[src/rtl/score_argmax_if.sv]
// Control and accumulator-RAM read bus for the argmax scanner.
// slave = scanner side, master = controller/RAM side.
interface score_argmax_if #(
  parameter int DATA_WIDTH = 8,
  parameter int ADDR_WIDTH = 8,
  parameter int IDX_WIDTH  = 4
);
  logic                  start;
  logic                  busy;
  logic                  done;
  logic [IDX_WIDTH-1:0]  number;
  logic [DATA_WIDTH-1:0] max_value;
  logic                  ram_req;
  logic [ADDR_WIDTH-1:0] ram_addr;
  logic [DATA_WIDTH-1:0] ram_rdata;

  modport slave (
    input  start, ram_rdata,
    output busy, done, number, max_value, ram_req, ram_addr
  );

  modport master (
    output start, ram_rdata,
    input  busy, done, number, max_value, ram_req, ram_addr
  );
endinterface

[src/rtl/score_argmax.sv]
// Sequential argmax over OUTPUT_CHANNEL signed class scores, one RAM read per cycle.
// Reports the winning index and score with a one-cycle done pulse.
module score_argmax #(
  parameter int DATA_WIDTH     = 8,
  parameter int OUTPUT_CHANNEL = 10,
  parameter int ADDR_WIDTH     = 8,
  parameter int ADDR_STRIDE    = 8,
  parameter int IDX_WIDTH      = 4
) (
  input  logic           clk,
  input  logic           rst_n,
  score_argmax_if.slave  bus
);

  typedef enum logic [1:0] {
    IDLE  = 2'd0,
    SCAN  = 2'd1,
    DRAIN = 2'd2
  } state_t;

  localparam logic [IDX_WIDTH-1:0] LAST_IDX = IDX_WIDTH'(OUTPUT_CHANNEL - 1);

  state_t                       state_reg, state_next;
  logic [IDX_WIDTH-1:0]         issue_cnt_reg, issue_cnt_next;
  logic                         busy_reg, busy_next;
  logic                         done_reg, done_next;
  logic                         load_result;
  logic                         ram_req;

  logic                         rd_valid_reg;
  logic [IDX_WIDTH-1:0]         rd_idx_reg;

  logic signed [DATA_WIDTH-1:0] run_max_reg, run_max_next;
  logic [IDX_WIDTH-1:0]         run_idx_reg, run_idx_next;

  logic [IDX_WIDTH-1:0]         number_reg;
  logic [DATA_WIDTH-1:0]        max_value_reg;

  always_ff @(posedge clk) begin
    if (!rst_n) begin
      state_reg     <= IDLE;
      issue_cnt_reg <= '0;
      busy_reg      <= 1'b0;
      done_reg      <= 1'b0;
    end else begin
      state_reg     <= state_next;
      issue_cnt_reg <= issue_cnt_next;
      busy_reg      <= busy_next;
      done_reg      <= done_next;
    end
  end

  always_comb begin
    state_next     = state_reg;
    issue_cnt_next = issue_cnt_reg;
    busy_next      = busy_reg;
    done_next      = 1'b0;
    load_result    = 1'b0;
    ram_req        = 1'b0;
    case (state_reg)
      IDLE: begin
        if (bus.start) begin
          state_next     = SCAN;
          issue_cnt_next = '0;
          busy_next      = 1'b1;
        end
      end
      SCAN: begin
        ram_req        = 1'b1;
        issue_cnt_next = issue_cnt_reg + 1'b1;
        if (issue_cnt_reg == LAST_IDX) begin
          state_next = DRAIN;
        end
      end
      DRAIN: begin
        // Last word is on ram_rdata now; its compare and the result load share this edge.
        state_next  = IDLE;
        busy_next   = 1'b0;
        done_next   = 1'b1;
        load_result = 1'b1;
      end
      default: begin
        state_next = IDLE;
        busy_next  = 1'b0;
      end
    endcase
  end

  // Word 0 seeds the running max; later words win only when strictly greater,
  // so ties stay with the lowest index.
  always_comb begin
    run_max_next = run_max_reg;
    run_idx_next = run_idx_reg;
    if (rd_valid_reg && ((rd_idx_reg == '0) || ($signed(bus.ram_rdata) > run_max_reg))) begin
      run_max_next = $signed(bus.ram_rdata);
      run_idx_next = rd_idx_reg;
    end
  end

  always_ff @(posedge clk) begin
    if (!rst_n) begin
      rd_valid_reg  <= 1'b0;
      rd_idx_reg    <= '0;
      run_max_reg   <= '0;
      run_idx_reg   <= '0;
      number_reg    <= '0;
      max_value_reg <= '0;
    end else begin
      rd_valid_reg <= ram_req;
      rd_idx_reg   <= issue_cnt_reg;
      run_max_reg  <= run_max_next;
      run_idx_reg  <= run_idx_next;
      if (load_result) begin
        number_reg    <= run_idx_next;
        max_value_reg <= run_max_next;
      end
    end
  end

  assign bus.ram_req   = ram_req;
  assign bus.ram_addr  = ram_req ? ADDR_WIDTH'(issue_cnt_reg * ADDR_STRIDE) : '0;
  assign bus.busy      = busy_reg;
  assign bus.done      = done_reg;
  assign bus.number    = number_reg;
  assign bus.max_value = max_value_reg;

endmodule

[src/flat_wrapper.sv]
// flat-port wrapper written by rule: the top's interface ports become plain ports
module score_argmax_flat 
#(
  parameter int DATA_WIDTH     = 8,
  parameter int OUTPUT_CHANNEL = 10,
  parameter int ADDR_WIDTH     = 8,
  parameter int ADDR_STRIDE    = 8,
  parameter int IDX_WIDTH      = 4
)
  (clk, rst_n, bus_start, bus_ram_rdata, bus_busy, bus_done, bus_number, bus_max_value, bus_ram_req, bus_ram_addr);
  score_argmax_if #(.DATA_WIDTH(DATA_WIDTH), .ADDR_WIDTH(ADDR_WIDTH), .IDX_WIDTH(IDX_WIDTH)) bus_i ();
  input  logic clk;
  input  logic rst_n;
  input wire logic [$bits(bus_i.start)-1:0] bus_start;
  input wire logic [$bits(bus_i.ram_rdata)-1:0] bus_ram_rdata;
  output wire logic [$bits(bus_i.busy)-1:0] bus_busy;
  output wire logic [$bits(bus_i.done)-1:0] bus_done;
  output wire logic [$bits(bus_i.number)-1:0] bus_number;
  output wire logic [$bits(bus_i.max_value)-1:0] bus_max_value;
  output wire logic [$bits(bus_i.ram_req)-1:0] bus_ram_req;
  output wire logic [$bits(bus_i.ram_addr)-1:0] bus_ram_addr;
  assign bus_i.start = bus_start;
  assign bus_i.ram_rdata = bus_ram_rdata;
  assign bus_busy = bus_i.busy;
  assign bus_done = bus_i.done;
  assign bus_number = bus_i.number;
  assign bus_max_value = bus_i.max_value;
  assign bus_ram_req = bus_i.ram_req;
  assign bus_ram_addr = bus_i.ram_addr;
  score_argmax #(.DATA_WIDTH(DATA_WIDTH), .OUTPUT_CHANNEL(OUTPUT_CHANNEL), .ADDR_WIDTH(ADDR_WIDTH), .ADDR_STRIDE(ADDR_STRIDE), .IDX_WIDTH(IDX_WIDTH)) u_core (.clk(clk), .rst_n(rst_n), .bus(bus_i));
endmodule
[config.mk]
export PLATFORM = sky130hd
export DESIGN_NAME = score_argmax_flat
export DESIGN_NICKNAME = d
export VERILOG_FILES = /design/src/rtl/score_argmax_if.sv /design/src/rtl/score_argmax.sv /design/src/flat_wrapper.sv
export SDC_FILE = /design/constraint.sdc
export NUM_CORES = 1
export LEC_CHECK = 0
export ABC_AREA = 1
export CAP_MARGIN = 20
export CORE_MARGIN = 8
export CORE_UTILIZATION = 54
export DETAILED_ROUTE_END_ITERATION = 10
export HOLD_SLACK_MARGIN = 0.1
export PLACE_DENSITY_LB_ADDON = 0.08
export SYNTH_ARGS = -nofsm -noshare
export SYNTH_HDL_FRONTEND = slang
export SYNTH_SLANG_ARGS = --single-unit
[constraint.sdc]
create_clock -name clk -period 5.29 [get_ports clk]
set_input_delay 1.3225 -clock clk [delete_from_list [all_inputs] [get_ports clk]]
set_output_delay 1.3225 -clock clk [all_outputs]
set_load 0.1 [all_outputs]
-- After elaboration in Yosys (flattened, before gate mapping)
Cells that the tools add are included.
- register bits after elaboration: 37
- bits of input ports: 11
- output and inout port bits: 23
- word-level logic and storage cells: 38
- add/sub/neg operators: 1
- magnitude comparators: 1
- eq/ne operators: 5
- muxes and demuxes: 12
- bitwise logic cells: 1
- reductions and logical operators: 8
- operators by type and width (kind ; count):
    > comparator 8 bit ; 1
    2-to-1 mux 4 bit ; 2
    2-to-1 mux 8 bit ; 1
    one-hot mux 4 bit (2 select lines) ; 1
    2-to-1 mux 7 bit ; 1
    AND reduction 2 bit ; 3
    adder 4 x 1 -> 4 bit (second input constant) ; 1
    equality test 4 bit (second input constant) ; 1
    logical NOT 4 bit ; 1
    2-to-1 mux 2 bit ; 2
    one-hot mux 2 bit (2 select lines) ; 1
    2-to-1 mux 1 bit ; 3
    equality test 2 x 1 -> 1 bit (second input constant) ; 1
    equality test 2 bit (second input constant) ; 1
    logical NOT 2 bit ; 1
    != test 2 x 1 -> 1 bit (second input constant) ; 1
    != test 2 bit (second input constant) ; 1
    one-hot mux 1 bit (2 select lines) ; 1
    nonzero test 2 bit ; 1
    logical AND 1 bit ; 1
    logical OR 1 bit ; 1
    inverter 1 bit ; 1

-- Logic depth before layout (Yosys ltp)
Gate-level depths: netlist (run 1).
- depth after elaboration: 4
- depth in mapped cells: 19
- depth with buffers taken out: 18

-- Worst setup path after synthesis (run 1)
Ideal clock, no wire load.
- kind: reg2out
- from: reg u_core.state_reg[0]
- to: out bus_ram_addr[3]
- arrival time: 3.509 ns
- required time: 3.968 ns
- path slack: 0.459 ns
- stages on the path, launching flop included: 5
- path buffers: 0
- path through: dfxtp_1 inv_1 nor2_1 inv_1 nor2_1
- word-level cells in the longest chain between the ends: 3
- ends and longest elaborated chain (what ; RTL line ; RTL):
    from (decl) ; score_argmax.sv:23 ; state_t state_reg, state_next;
    from (signal assigned) ; score_argmax.sv:46 ; state_reg <= state_next;
    equality test 2 x 1 -> 1 bit ; score_argmax.sv:60 ; case (state_reg)
    2-to-1 mux 1 bit ; score_argmax.sv:60 ;
    net bus_ram_req ; flat_wrapper.sv:20 ; output wire logic [$bits(bus_i.ram_req)-1:0] bus_ram_req;
    2-to-1 mux 7 bit ; score_argmax.sv:121 ; assign bus.ram_addr = ram_req ? ADDR_WIDTH'(issue_cnt_reg * ADDR_STRIDE) : '0;
    to (decl) ; flat_wrapper.sv:21 ; output wire logic [$bits(bus_i.ram_addr)-1:0] bus_ram_addr;
The timed path passes the listed nets, and every way through them passes these cells.

-- Worst setup path in the final report (run 1)
- from: reg u_core.state_reg[0]
- to: out bus_ram_addr[6]
- word-level cells in the longest chain between the ends: 3
- ends and longest elaborated chain (what ; RTL line):
    equality test 2 x 1 -> 1 bit ; score_argmax.sv:60
    2-to-1 mux 1 bit ; score_argmax.sv:60
    2-to-1 mux 7 bit ; score_argmax.sv:121
No other way between the ends.

==> qor.yml, run 1 <==
timing:
  slew-limit-headroom_pct: 34.1
  clock_skew_ns: 0.0125
  slew_viol_final: 0
  max_freq_mhz: 259
  finalSetupViolations: 0
  hold_violations: 0
  finalSetupTns_ns: 0
  finalCritPeriodShare_pct: 73.0
  worst_pin_slew_ns: 0.985
  rsz0062_at_grt: "no"
  fin_ws_ns: 1.43
  finalCriticalPeriod_ns: 3.86
cts:
  cts_hold_buffers: 0
  post-cts-setup-buffers: 0
  cts_buffers: 5
  root_buffer: "clkbuf_4"
  clk_pin_slew_worst_paths_ns: 0.10
  cts.htree.levels: 2
  cts.sinks: 37
  worstSkewPairLatency_ns: 0.34
  cts_tree: "yes"
  cts_buffer_depth: 2
  cts_resized: 0
floorplanning:
  die_area_um2: 5230
  io_pins: 34
  initial_core_util_pct: 56.5
  num_rows: 20
  fp.dieH_um: 72.3
  fp.dieW_um: 72.3
  core_um2: 3030
synth:
  synth_top_family_by_area: "simple AND/OR/NAND/NOR gates"
  synthMuxAreaShare_pct: 0
  synthSimpleGateAreaFrac_pct: 28.9
  yosysSeqAreaShare_pct: 43.3
  ys.warnings.count: 0
  syn_inst: 239
  ys_ff_latch: 37
  synth-compound-area-share_pct: 7.31
  synthAdderAreaFrac_pct: 7.31
  syn_area_um2: 1710
  synth_xor_area_share_pct: 0
  syn_area_per_cell_um2: 7.16
  synth_cell_types: 20
critical_path:
  cpPeakStageDelay_ns: 1.16
  crit_chain: "inv_1, nor2_1, inv_1, nor2_1, clkdlybuf4s50_1"
  worst-path-buf-inv: 3
  cp.arrival_ns: 2.54
  start_kind: "register"
  endpoint_kind: "output port"
  cp_top_family: "buffers and inverters"
  critical_path_class: "reg2out"
  crit_required_ns: 3.97
  crit_slowest_cell: "clkdlybuf4s50_1"
  cp_max_fo: 6
routing:
  antenna_left: 0
  drc: 0
  firstDrtPassIters: 4
  finalWirelength_mm: 3.55
  via_per_inst: 4.81
  wl_per_cell_um: 11.4
  vias: 1500
  drt_first_iter_violations: 124
grt:
  grt_pass1_vias: 1461
  track_usage_pct: 14.7
  overflow: 0
  grt_pass1_wl_mm: 6.08
  grt_max_degree: 32
  antenna_found_initial: 0
final_layout:
  final_cell_mix: "nand2_1 (43), inv_1 (39), dfxtp_1 (37), nor2_1 (36), clkdlybuf4s50_1 (29)"
  antenna_cells: 0
  final_common_cell: "nand2_1"
  syn2layout_area_growth_pct: 21.9
  drive_gt1_share_pct: 5.22
  nets: 288
power:
  ir_worst_vdd_mv: 0.166
  p_leak_nw: 0.923
  power.density_nw_per_um2: 272
placement:
  place.gp.congestion: 0.844
  hpwl_mm: 2.60
  portBuffers: 29
  post-place-ws_ns: 1.76
status:
  outcome: "completed"
job:
  drv_cap: 0
hold_path:
  hp-class: "reg2reg"
[synth_stat cells, drive strengths merged]
library cell / n / share of area [%]
a21o: 1 / 0.44
conb: 1 / 0.22
o21ai: 2 / 0.58
dfxtp: 37 / 43
nand2: 47 / 11
a22oi: 1 / 0.44
ha: 10 / 7.3
nor2: 37 / 8.3
nand3: 27 / 7.9
or4: 1 / 0.66
nor3: 3 / 0.88
buf: 9 / 3.7
clkbuf: 3 / 0.66
a21oi: 20 / 5.8
inv: 39 / 8.6
nand4: 1 / 0.37
[metal layers]
metal | GRT usage (%) | up-vias | part of all wire [%]
li1 | - | 792 | -
met1 | 15.3 | 657 | 43
met2 | 24.8 | 39 | 47
met3 | 5.65 | 12 | 6.8
met4 | 8.62 | 0 | 3.3
met5 | 0 | - | 0
[report_power, final]
part           switching, mW  internal [mW]
clock                 0.0902          0.113
sequential           0.00544          0.284
combinational         0.0528         0.0227
total                  0.148          0.420
[cell families (layout without fill, tap and decap cells)]
| family | Yosys count | count (layout) |
|---|---|---|
| AO/OA/AOI/OAI | 24 | 24 |
| AND/OR/NAND/NOR | 116 | 116 |
| flip-flops | 37 | 37 |
| other | 1 | 4 |
| buffers and inverters | 51 | 77 |
| adder cells (fa/ha/maj) | 10 | 10 |
[layout make-up]
class | instances | area, µm²
Clock buffer | 7 | 55.1
Clock inverter | 1 | 30.0
Fill cell | 279 | 942
Timing Repair Buffer | 30 | 298
Inverter | 39 | 146
Multi-Input combinational cell | 154 | 761
Sequential cell | 37 | 741
Tap cell | 44 | 55.1
[worst register-to-register path, cell delays in order, from the launching register on]
cell and delay [ns]:
dfxtp_1 0.35, inv_1 0.05, ha_1 0.31, a21o_1 0.19, nor2_1 0.13, nand3_1 0.09, nand2_1 0.07, nand2_1 0.06
nand2_2 0.20, nand2_2 0.22, nand2_1 0.16, nand3_1 0.11, nand2_1 0.08, inv_1 0.04
[metrics by stage]
stage	power, mW	cells	instance area (µm²)	util, %	hold slack, ns
floorplan	0.356	242	1720	-	0.434
finish	0.568	312	2090	68.9	0.473
global placement	0.371	304	2000	66.1	0.453
detailed placement	0.371	304	2000	66.1	0.461
global route	0.592	312	2090	68.9	0.498
CTS	0.573	312	2090	68.9	0.478
[worst paths after layout]
kind / start / to / slack (ns) / cells after the start
min: u_core.bus.busy / u_core.bus.busy / 0.47 / 2
max reg2reg: u_core.run_max_reg[7] / u_core.bus.max_value[0] / 3.16 / 13
max: u_core.state_reg[0] / bus_ram_addr[6] / 1.43 / 5
min reg2reg: u_core.bus.busy / u_core.bus.busy / 0.47 / 2
No activity file was read; power rests on OpenSTA's default activity.
==> run 2: changes to the inputs <==
--- a/config.mk
+++ b/config.mk
@@ -8,7 +8,7 @@
 export ABC_AREA = 1
 export CAP_MARGIN = 20
 export CORE_MARGIN = 8
-export CORE_UTILIZATION = 54
+export CORE_UTILIZATION = 50
 export DETAILED_ROUTE_END_ITERATION = 10
 export HOLD_SLACK_MARGIN = 0.1
 export PLACE_DENSITY_LB_ADDON = 0.08
==> constraint.sdc (replaced) <==
create_clock -name clk -period 4 [get_ports clk]
set_input_delay 1 -clock clk [delete_from_list [all_inputs] [get_ports clk]]
set_output_delay 1 -clock clk [all_outputs]
set_load 0.1 [all_outputs]
==> run 2 against run 1 <==
Effect of this change:
- sequential power grew 32%
- die area grew 6.2%
- via count shrank 1.3%
- global-route usage shrank 0.36 points
- routed wire length shrank 0.70%
- critical path depth shrank 4
- worst setup slack lost 0.28 ns
- non-clock buffer count grew 1
- highest routed layer unchanged
==> qor.yml, run 2 (synthesis results as in run 1) <==
status:
  outcome: "completed"
timing:
  clock_skew_ns: 0.0124
  finalCritPeriodShare_pct: 71.3
  slew-limit-headroom_pct: 34.5
  worst_pin_slew_ns: 0.979
  finalSetupTns_ns: 0
  finalCriticalPeriod_ns: 2.85
  hold_violations: 0
  rsz0062_at_grt: "no"
  max_freq_mhz: 351
  slew_viol_final: 0
  finalSetupViolations: 0
floorplanning:
  fp.dieH_um: 74.5
  die_area_um2: 5550
  core_um2: 3310
  num_rows: 21
  io_pins: 34
  fp.dieW_um: 74.5
  initial_core_util_pct: 51.7
placement:
  hpwl_mm: 2.62
  postPlaceCellArea_um2: 2000
  place.gp.congestion: 0.855
  portBuffers: 29
grt:
  overflow: 0
  antenna_found_initial: 0
  grt_max_degree: 28
  grt_pass1_wl_mm: 6.15
  track_usage_pct: 14.4
  grt_pass1_vias: 1465
cts:
  cts.htree.levels: 2
  cts_buffer_depth: 2
  root_buffer: "clkbuf_4"
  cts_buffers: 5
  cts_resized: 0
  cts_hold_buffers: 0
  clk_pin_slew_worst_paths_ns: 0.12
  cts_tree: "yes"
  cts.sinks: 37
  worstSkewPairLatency_ns: 0.35
  post-cts-setup-buffers: 0
final_layout:
  final_cell_mix: "nand2_1 (43), inv_1 (39), dfxtp_1 (37), nor2_1 (35), nand3_1 (27)"
  post-route-util_pct: 62.4
  antenna_cells: 0
  final_common_cell: "nand2_1"
  drive_gt1_share_pct: 8.18
  final_cell_area_um2: 2070
  nets: 289
  syn2layout_area_growth_pct: 20.7
critical_path:
  cp_top_family: "buffers and inverters"
  critical_path_class: "reg2out"
  cpPeakStageDelay_ns: 1.14
  start_kind: "register"
  cp_max_fo: 2
  cp.arrival_ns: 1.85
  crit_required_ns: 3.00
  crit_chain: "clkdlybuf4s50_1"
  worst-path-buf-inv: 1
  crit_slowest_cell: "clkdlybuf4s50_1"
  endpoint_kind: "output port"
routing:
  firstDrtPassIters: 4
  drt_first_iter_violations: 74
  drc: 0
  via_per_inst: 4.70
  wl_per_cell_um: 11.2
  vias: 1481
  finalWirelength_mm: 3.53
  antenna_left: 0
hold_path:
  hp-class: "reg2reg"
power:
  ir_worst_vdd_mv: 0.208
  power_mw: 0.699
  power.density_nw_per_um2: 338
  p_leak_nw: 0.930
job:
  drv_cap: 0
==> run 2: cell types whose count changed in the layout (fill, tap and decap cells not counted), sizes merged <==
cell | previous run | this run
clkinv | 0 | 2
clkbuf | 7 | 6
bufinv | 1 | 0
buf | 1 | 7
clkdlybuf4s50 | 29 | 24
==> run 2: cell type report <==
cell class                      instances  area (µm²)
Sequential cell                        37         741
Tap cell                               46        57.6
Clock buffer                            6        51.3
Multi-Input combinational cell        154         763
Inverter                               39         146
Clock inverter                          2        13.8
Fill cell                             350        1240
Timing Repair Buffer                   31         293
==> run 2: final timing paths <==
path	startpoint	end	depth (start not counted)	slack [ns]
max	u_core.bus.number[1]	bus_number[1]	1	1.15
min	u_core.issue_cnt_reg[1]	u_core.rd_idx_reg[1]	2	0.47
max reg2reg	u_core.run_max_reg[3]	u_core.bus.number[3]	14	1.92
min reg2reg	u_core.issue_cnt_reg[1]	u_core.rd_idx_reg[1]	2	0.47
==> run 2: where the power goes <==
group          internal [mW]  switching [mW]
combinational         0.0303          0.0702
sequential             0.376         0.00715
clock                 0.0857           0.129
total                  0.492           0.207
==> run 2: metal layers <==
layer | vias to the layer above | GRT usage, % | part of all wire, % | routed length [µm]
met5 | - | 0 | 0 | 0
met4 | 0 | 5.87 | 1.7 | 60
met3 | 7 | 5.12 | 5.8 | 203
met2 | 31 | 25.5 | 49 | 1720
met1 | 649 | 15.0 | 44 | 1540
li1 | 794 | - | - | -
==> run 2: through the flow <==
step	setup slack [ns]	instances	hold WS, ns
after floorplan	0.120	242	0.434
after global placement	0.870	307	0.451
after detailed placement	0.818	307	0.456
after CTS	1.12	315	0.470
after global routing	0.930	315	0.501
final	1.15	315	0.468
